`config.mk`:
```
export PLATFORM = sky130hd
export DESIGN_NAME = load_store_unit
export DESIGN_NICKNAME = d
export VERILOG_FILES = /design/src/rtl/load_store_unit_pkg.sv /design/src/rtl/load_store_unit_lane_align.sv /design/src/rtl/load_store_unit.sv
export SDC_FILE = /design/constraint.sdc
export NUM_CORES = 1
export LEC_CHECK = 0
export ABC_CLOCK_PERIOD_IN_PS = 2510
export CAP_MARGIN = 10
export CORE_ASPECT_RATIO = 0.75
export CORE_MARGIN = 2
export CORE_UTILIZATION = 27
export DETAILED_ROUTE_END_ITERATION = 10
export PLACE_DENSITY = 0.54
export SYNTH_ARGS = -nofsm -noshare
export SYNTH_HDL_FRONTEND = slang
export SYNTH_HIERARCHICAL = 1
export SYNTH_SLANG_ARGS = --single-unit
```
`constraint.sdc`:
```
create_clock -name clock_i -period 2.51 [get_ports clock_i]
set_input_delay 0.3765 -clock clock_i [delete_from_list [all_inputs] [get_ports clock_i]]
set_output_delay 0.3765 -clock clock_i [all_outputs]
set_load 0.02 [all_outputs]
```
`src/rtl/load_store_unit_pkg.sv`:
```
// Shared load/store definitions: funct3 access codes, writeback error codes, FSM states
// and the decode helpers used when an op is accepted.
package load_store_unit_pkg;

  localparam logic [2:0] F3_B  = 3'b000;
  localparam logic [2:0] F3_H  = 3'b001;
  localparam logic [2:0] F3_W  = 3'b010;
  localparam logic [2:0] F3_BU = 3'b100;
  localparam logic [2:0] F3_HU = 3'b101;

  typedef enum logic [1:0] {
    ERR_OK       = 2'b00,
    ERR_MISALIGN = 2'b01,
    ERR_TIMEOUT  = 2'b10,
    ERR_ILLEGAL  = 2'b11
  } lsu_err_e;

  typedef enum logic [1:0] {
    S_IDLE = 2'b00,
    S_REQ  = 2'b01,
    S_RESP = 2'b10
  } lsu_state_e;

  // Stores only have SB/SH/SW; loads additionally allow the unsigned byte/half forms.
  function automatic logic f3_illegal(input logic [2:0] funct3, input logic is_store);
    logic bad;
    if (is_store) begin
      bad = (funct3 >= 3'b011);
    end else begin
      bad = (funct3 == 3'b011) || (funct3 == 3'b110) || (funct3 == 3'b111);
    end
    return bad;
  endfunction

  // funct3[1:0] carries the access size for every legal encoding.
  function automatic logic f3_misaligned(input logic [2:0] funct3, input logic [1:0] alo);
    logic bad;
    case (funct3[1:0])
      2'b01:   bad = alo[0];
      2'b10:   bad = (alo != 2'b00);
      default: bad = 1'b0;
    endcase
    return bad;
  endfunction

endpackage

```
`src/rtl/load_store_unit_lane_align.sv`:
```
// Byte-lane steering between the 32-bit data bus and the core: byte enables and
// replicated store data on the way out, lane select plus sign/zero extension on the way back.
module lsu_lane_align
  import load_store_unit_pkg::*;
(
  input  logic [2:0]  funct3_i,
  input  logic [1:0]  alo_i,
  input  logic [31:0] wdata_i,
  input  logic [31:0] rdata_i,
  output logic [3:0]  be_o,
  output logic [31:0] wdata_o,
  output logic [31:0] rdata_o
);

  logic [31:0] rshift;

  assign rshift = rdata_i >> {alo_i, 3'b000};

  always_comb begin
    be_o    = 4'b1111;
    wdata_o = wdata_i;
    case (funct3_i[1:0])
      2'b00: begin
        be_o    = 4'b0001 << alo_i;
        wdata_o = {4{wdata_i[7:0]}};
      end
      2'b01: begin
        be_o    = 4'b0011 << alo_i;
        wdata_o = {2{wdata_i[15:0]}};
      end
      default: begin
        be_o    = 4'b1111;
        wdata_o = wdata_i;
      end
    endcase
  end

  always_comb begin
    rdata_o = rdata_i;
    case (funct3_i)
      F3_B:    rdata_o = {{24{rshift[7]}}, rshift[7:0]};
      F3_H:    rdata_o = {{16{rshift[15]}}, rshift[15:0]};
      F3_BU:   rdata_o = {24'h000000, rshift[7:0]};
      F3_HU:   rdata_o = {16'h0000, rshift[15:0]};
      default: rdata_o = rdata_i;
    endcase
  end

endmodule

```
`src/rtl/load_store_unit.sv`:
```
// Memory-stage load/store unit: accepts one op from execute, runs a req/ack data-bus
// access with a timeout, and returns extended load data plus an error code to writeback.
//
//   state  | meaning
//   IDLE   | ex_ready high, waiting for an op from execute
//   REQ    | mem_req held, waiting for mem_ack or timeout
//   RESP   | one-cycle wb_valid pulse carrying wb_data/wb_err
module load_store_unit
  import load_store_unit_pkg::*;
#(
  parameter int ADDR_W         = 32,
  parameter int TIMEOUT_CYCLES = 16
) (
  input  logic              clock_i,
  input  logic              reset_i,
  input  logic              ex_valid_i,
  output logic              ex_ready_o,
  input  logic [ADDR_W-1:0] ex_addr_i,
  input  logic [31:0]       ex_wdata_i,
  input  logic [2:0]        ex_funct3_i,
  input  logic              ex_memRW_i,
  output logic              mem_req_o,
  output logic              mem_we_o,
  output logic [ADDR_W-1:0] mem_addr_o,
  output logic [3:0]        mem_be_o,
  output logic [31:0]       mem_wdata_o,
  input  logic              mem_ack_i,
  input  logic [31:0]       mem_rdata_i,
  output logic              wb_valid_o,
  output logic [31:0]       wb_data_o,
  output logic [1:0]        wb_err_o
);

  localparam logic [7:0] TMO_LAST = 8'(TIMEOUT_CYCLES - 1);

  lsu_state_e        state_q, state_d;
  logic [7:0]        timer_q, timer_d;
  logic [2:0]        funct3_q;
  logic [1:0]        alo_q;
  logic              mem_we_q;
  logic [ADDR_W-1:0] mem_addr_q;
  logic [3:0]        mem_be_q;
  logic [31:0]       mem_wdata_q;
  logic [31:0]       wb_data_q;
  lsu_err_e          wb_err_q;

  logic              in_idle;
  logic              accept;
  logic              ack_hit;
  logic              tmo_hit;
  lsu_err_e          acc_err;
  logic [2:0]        al_funct3;
  logic [1:0]        al_alo;
  logic [3:0]        al_be;
  logic [31:0]       al_wdata;
  logic [31:0]       al_rdata;

  assign in_idle = (state_q == S_IDLE);
  assign accept  = in_idle && ex_valid_i;
  assign ack_hit = (state_q == S_REQ) && mem_ack_i;
  assign tmo_hit = (state_q == S_REQ) && !mem_ack_i && (timer_q == TMO_LAST);

  // Illegal encodings take priority over misalignment.
  always_comb begin
    acc_err = ERR_OK;
    if (f3_illegal(ex_funct3_i, ex_memRW_i)) begin
      acc_err = ERR_ILLEGAL;
    end else if (f3_misaligned(ex_funct3_i, ex_addr_i[1:0])) begin
      acc_err = ERR_MISALIGN;
    end
  end

  // One aligner serves both directions: live execute inputs at accept, latched op during REQ.
  assign al_funct3 = in_idle ? ex_funct3_i     : funct3_q;
  assign al_alo    = in_idle ? ex_addr_i[1:0] : alo_q;

  lsu_lane_align u_align (
    .funct3_i (al_funct3),
    .alo_i    (al_alo),
    .wdata_i  (ex_wdata_i),
    .rdata_i  (mem_rdata_i),
    .be_o     (al_be),
    .wdata_o  (al_wdata),
    .rdata_o  (al_rdata)
  );

  always_comb begin
    state_d = state_q;
    timer_d = timer_q;
    case (state_q)
      S_IDLE: begin
        if (accept) begin
          timer_d = 8'd0;
          state_d = (acc_err == ERR_OK) ? S_REQ : S_RESP;
        end
      end
      S_REQ: begin
        if (ack_hit || tmo_hit) begin
          state_d = S_RESP;
        end else begin
          timer_d = timer_q + 8'd1;
        end
      end
      S_RESP:  state_d = S_IDLE;
      default: state_d = S_IDLE;
    endcase
  end

  always_ff @(posedge clock_i) begin
    if (reset_i) begin
      state_q     <= S_IDLE;
      timer_q     <= 8'd0;
      funct3_q    <= 3'b000;
      alo_q       <= 2'b00;
      mem_we_q    <= 1'b0;
      mem_addr_q  <= '0;
      mem_be_q    <= 4'b0000;
      mem_wdata_q <= 32'h0;
      wb_data_q   <= 32'h0;
      wb_err_q    <= ERR_OK;
    end else begin
      state_q <= state_d;
      timer_q <= timer_d;
      if (accept) begin
        funct3_q <= ex_funct3_i;
        alo_q    <= ex_addr_i[1:0];
        if (acc_err == ERR_OK) begin
          mem_we_q    <= ex_memRW_i;
          mem_addr_q  <= {ex_addr_i[ADDR_W-1:2], 2'b00};
          mem_be_q    <= al_be;
          mem_wdata_q <= al_wdata;
        end else begin
          wb_err_q  <= acc_err;
          wb_data_q <= 32'h0;
        end
      end
      if (ack_hit) begin
        wb_err_q  <= ERR_OK;
        wb_data_q <= mem_we_q ? 32'h0 : al_rdata;
      end else if (tmo_hit) begin
        wb_err_q  <= ERR_TIMEOUT;
        wb_data_q <= 32'h0;
      end
    end
  end

  assign ex_ready_o  = in_idle;
  assign mem_req_o   = (state_q == S_REQ);
  assign mem_we_o    = mem_we_q;
  assign mem_addr_o  = mem_addr_q;
  assign mem_be_o    = mem_be_q;
  assign mem_wdata_o = mem_wdata_q;
  assign wb_valid_o  = (state_q == S_RESP);
  assign wb_data_o   = wb_data_q;
  assign wb_err_o    = wb_err_q;

endmodule

```
==> run summary <==
* clkdlybuf4s50_1 — Max stage delay cell, worst path
* flip-flop — crit start category
* 457 uV — Worst IR Drop VDD
* 206 x clkdlybuf4s50_1, 116 x dfxtp_1, 83 x nand2_1, 83 x a21oi_1, 70 x o31ai_1 — leading cell types in the layout, fill and taps excluded
* input port to flip-flop — HP Class
* 35.3% — share of Yosys cell area claimed by the top area cell type
* 6 — count of yosys warnings during synthesis
* 0 — final routed DRC violation total
* 18.7% — global router's overall resource usage
* clkdlybuf4s50_1 — most common cell after layout, fill and taps aside
* output port — crit path capture type
* 139 microns — overall die height
* 6780 — via count
* 641 mW/mm^2 — P per Cell Area
* 1.99 ns — crit path DAT
* 0.757 ns — transition time at the pin with the least slew margin
* 0.00659 sq mm — Cell Area, Synth
* 0 ns — total negative slack for setup checks
* 2.37 ns — final period demand of the worst path
* 4 — count of H-tree levels built during CTS
* 2.13 ns — data required time at the worst endpoint
* 63 — largest net degree at the start of global routing
* 5 — router iterations before antenna repair
* 0 — final antenna-violating net count
* 12.6% — share of cells above drive strength 1
* 16.7 mm — hpwl dp
* 0.64 ns — maximum single-stage delay on the critical path
* 49 — row count
* yes — clock tree from TritonCTS
* 94.3% — part of the cycle the worst path needs
* 0.05 ns — Clock Pin Slew Worst Setup and Hold Paths
* 36 — maximum fanout encountered on the critical timing path
* 0 — grt total ovfl
* 0.810 — final weighted congestion in routability-driven placement
* 0 — post-CTS setup buffers
* 0 — CTS hold repair buffers
* buffers and inverters — CP top delay family
* 0.00682 ns — clock skew after layout
* 5.15 — vias per cell
* 0 — Pins Over Slew Limit
* completed — result of the run
* 37.7 mm — wire length of the first global-routing pass
* 3 — buffers plus inverters on the worst setup path
* 48.2% — Area Growth Syn to Fin
* buf_6 > nand2b_4 > inv_1 > clkdlybuf4s50_1 — cell-by-cell listing of the critical path
* 0 — EDFF count, synth
* 0.143 ns — worst setup slack after layout
* flip-flop to output port — classification of the worst setup path
* no — setup repair after global routing missed its margin
* 565 — drt initial violations
* 116 — clock net sink count
* dfxtp_1 — cell taking the most area after synthesis
* 0.0257 sq mm — area enclosed by the die boundary
* 17 — clock buffer count from CTS
* 810 — post-synthesis instance total
* dfxtp_1 35%, o31ai_1 8.0%, nand4_1 6.6% — cells taking the most area after synthesis
* 35.3% — portion of the post-synthesis area used by sequential elements
* 210 — I/O pin count
* 24.5 mm — WL final
* dfxtp_1 — most common flop cell mapped by yosys
* 1317 — non-filler instance count after layout
* 40.7% — final core utilization
* 0 — Max-Cap Viols
* 6466 — vias in the first global route
* 0 — Resized cells post-CTS
* 116 — register bit count reported by yosys
* clkbuf_16 — clock root buffer
* 0 — number of failing setup endpoints in the final timing report
* 27.5% — initial core utilization
* 1285 — Inst Count DP
* 422 MHz — Max Fclk
* 18.6 microns — Routed WL per cell
* 184 microns — die outline width
* 0.0709 ns — worst-case setup slack after placement
* 8.13 sq um — syn avg cell area
* 49.2% — Max-slew headroom
* 3.36 nW — leakage power summed over all cells
* 0% — share of async-settable or async-resettable flops after synthesis
* 0.42 ns — clock network latency to the later pin of the worst-skew pair
* 2 — maximum count of clock buffers along a single path
* 207 — number of I/O port buffers
* 2 — initial antenna violation count
* 2404 — number of fill cells
* 0.0240 sq mm — Std-Cell Core Area
* 0 — Final Hold Violating Endpoints
* 56 — Yosys cell types
* 1081 — number of nets in the final layout
-- flip-flops by register name (all words and copies together) (netlist names) --
| name | flops |
|---|---|
| alo_q | 2 |
| state_q | 2 |
| funct3_q | 3 |
| timer_q | 8 |
| wb_data_o | 32 |
| mem_be_o | 4 |
| mem_we_o | 1 |
| mem_addr_o | 30 |
| wb_err_o | 2 |
| mem_wdata_o | 32 |
-- per-layer routing --
layer	part of all wire [%]	GRT usage, %
met1	48	26.5
met2	42	26.8
met3	8.7	6.88
met4	1.3	4.51
met5	0	0
-- area by class of cell --
type                    instances  area [sq um]  area share [%]
multi-input cells             550          3680            37.7
repair buffers                243          2530            25.9
flip-flops and latches        116          2320            23.8
clock buffers                  21           460            4.72
well taps                     331           414            4.24
clock inverters                10           179            1.83
inverters                      45           169            1.73
diodes                          1          2.50          0.0256
-- cell families (layout without fill, tap and decap cells) --
logic type,count (synthesis),after routing,share of synthesized area [%]
muxes,49,49,8.02
adders and majority gates,4,4,0.760
DFF,116,116,35.3
AOI/OAI and AO/OA,260,260,26.7
other,1,3,0.0569
buffers and inverters,145,319,9.63
and+or+nand+nor,235,235,19.6
-- per-stage QoR --
step / power, mW / area, sq um / hold WS (ns)
after floorplan: 2.90 / 6590 / 0.434
after global placement: 3.61 / 9110 / 0.439
after detailed placement: 3.61 / 9110 / 0.449
after CTS: 6.32 / 9750 / 0.382
after global routing: 6.53 / 9760 / 0.406
final: 6.26 / 9760 / 0.401
-- power breakdown --
part | internal, mW | switching (mW) | leakage, nW
clock network | 1.80 | 0.875 | 0.317
logic | 0.709 | 0.882 | 2.10
registers | 1.94 | 0.0554 | 0.942
total | 4.45 | 1.81 | 3.36
-- final timing paths --
kind	startpoint	to	slack [ns]	cells past startpoint
worst max-delay path	state_q[0]	mem_req_o	0.14	4
worst min-delay path	reset_i	mem_addr_o[29]	0.40	2
worst max register to register	state_q[0]	wb_data_o[17]	0.16	8
worst min register to register	funct3_q[1]	funct3_q[1]	0.46	2
-- cell usage after synthesis, types with 4 or more instances --
library cell and n:
inv_1 45, buf_6 4, o221ai_1 40, and3_1 7, buf_2 15, nand2b_1 13, a21oi_1 84, a22oi_1 6
nand3_1 5, dfxtp_1 116, buf_4 11, o21ai_2 10, nand2_1 84, mux2_2 30, nor2b_1 4, buf_1 7
a21boi_1 4, nand4_1 69, o31ai_1 70, clkbuf_1 63, ha_1 4, o21ai_0 25, or3_1 33, mux2i_1 19
-- worst reg2reg max path, stage by stage (launching register included) --
cell and delay [ns]:
dfxtp_1 0.34, nor2_2 0.32, mux2_2 0.49, mux2i_1 0.19
a221o_1 0.38, buf_12 0.17, o21ai_0 0.22, nand2_1 0.09
o221ai_1 0.07
Power figures use the tool's default switching activity.
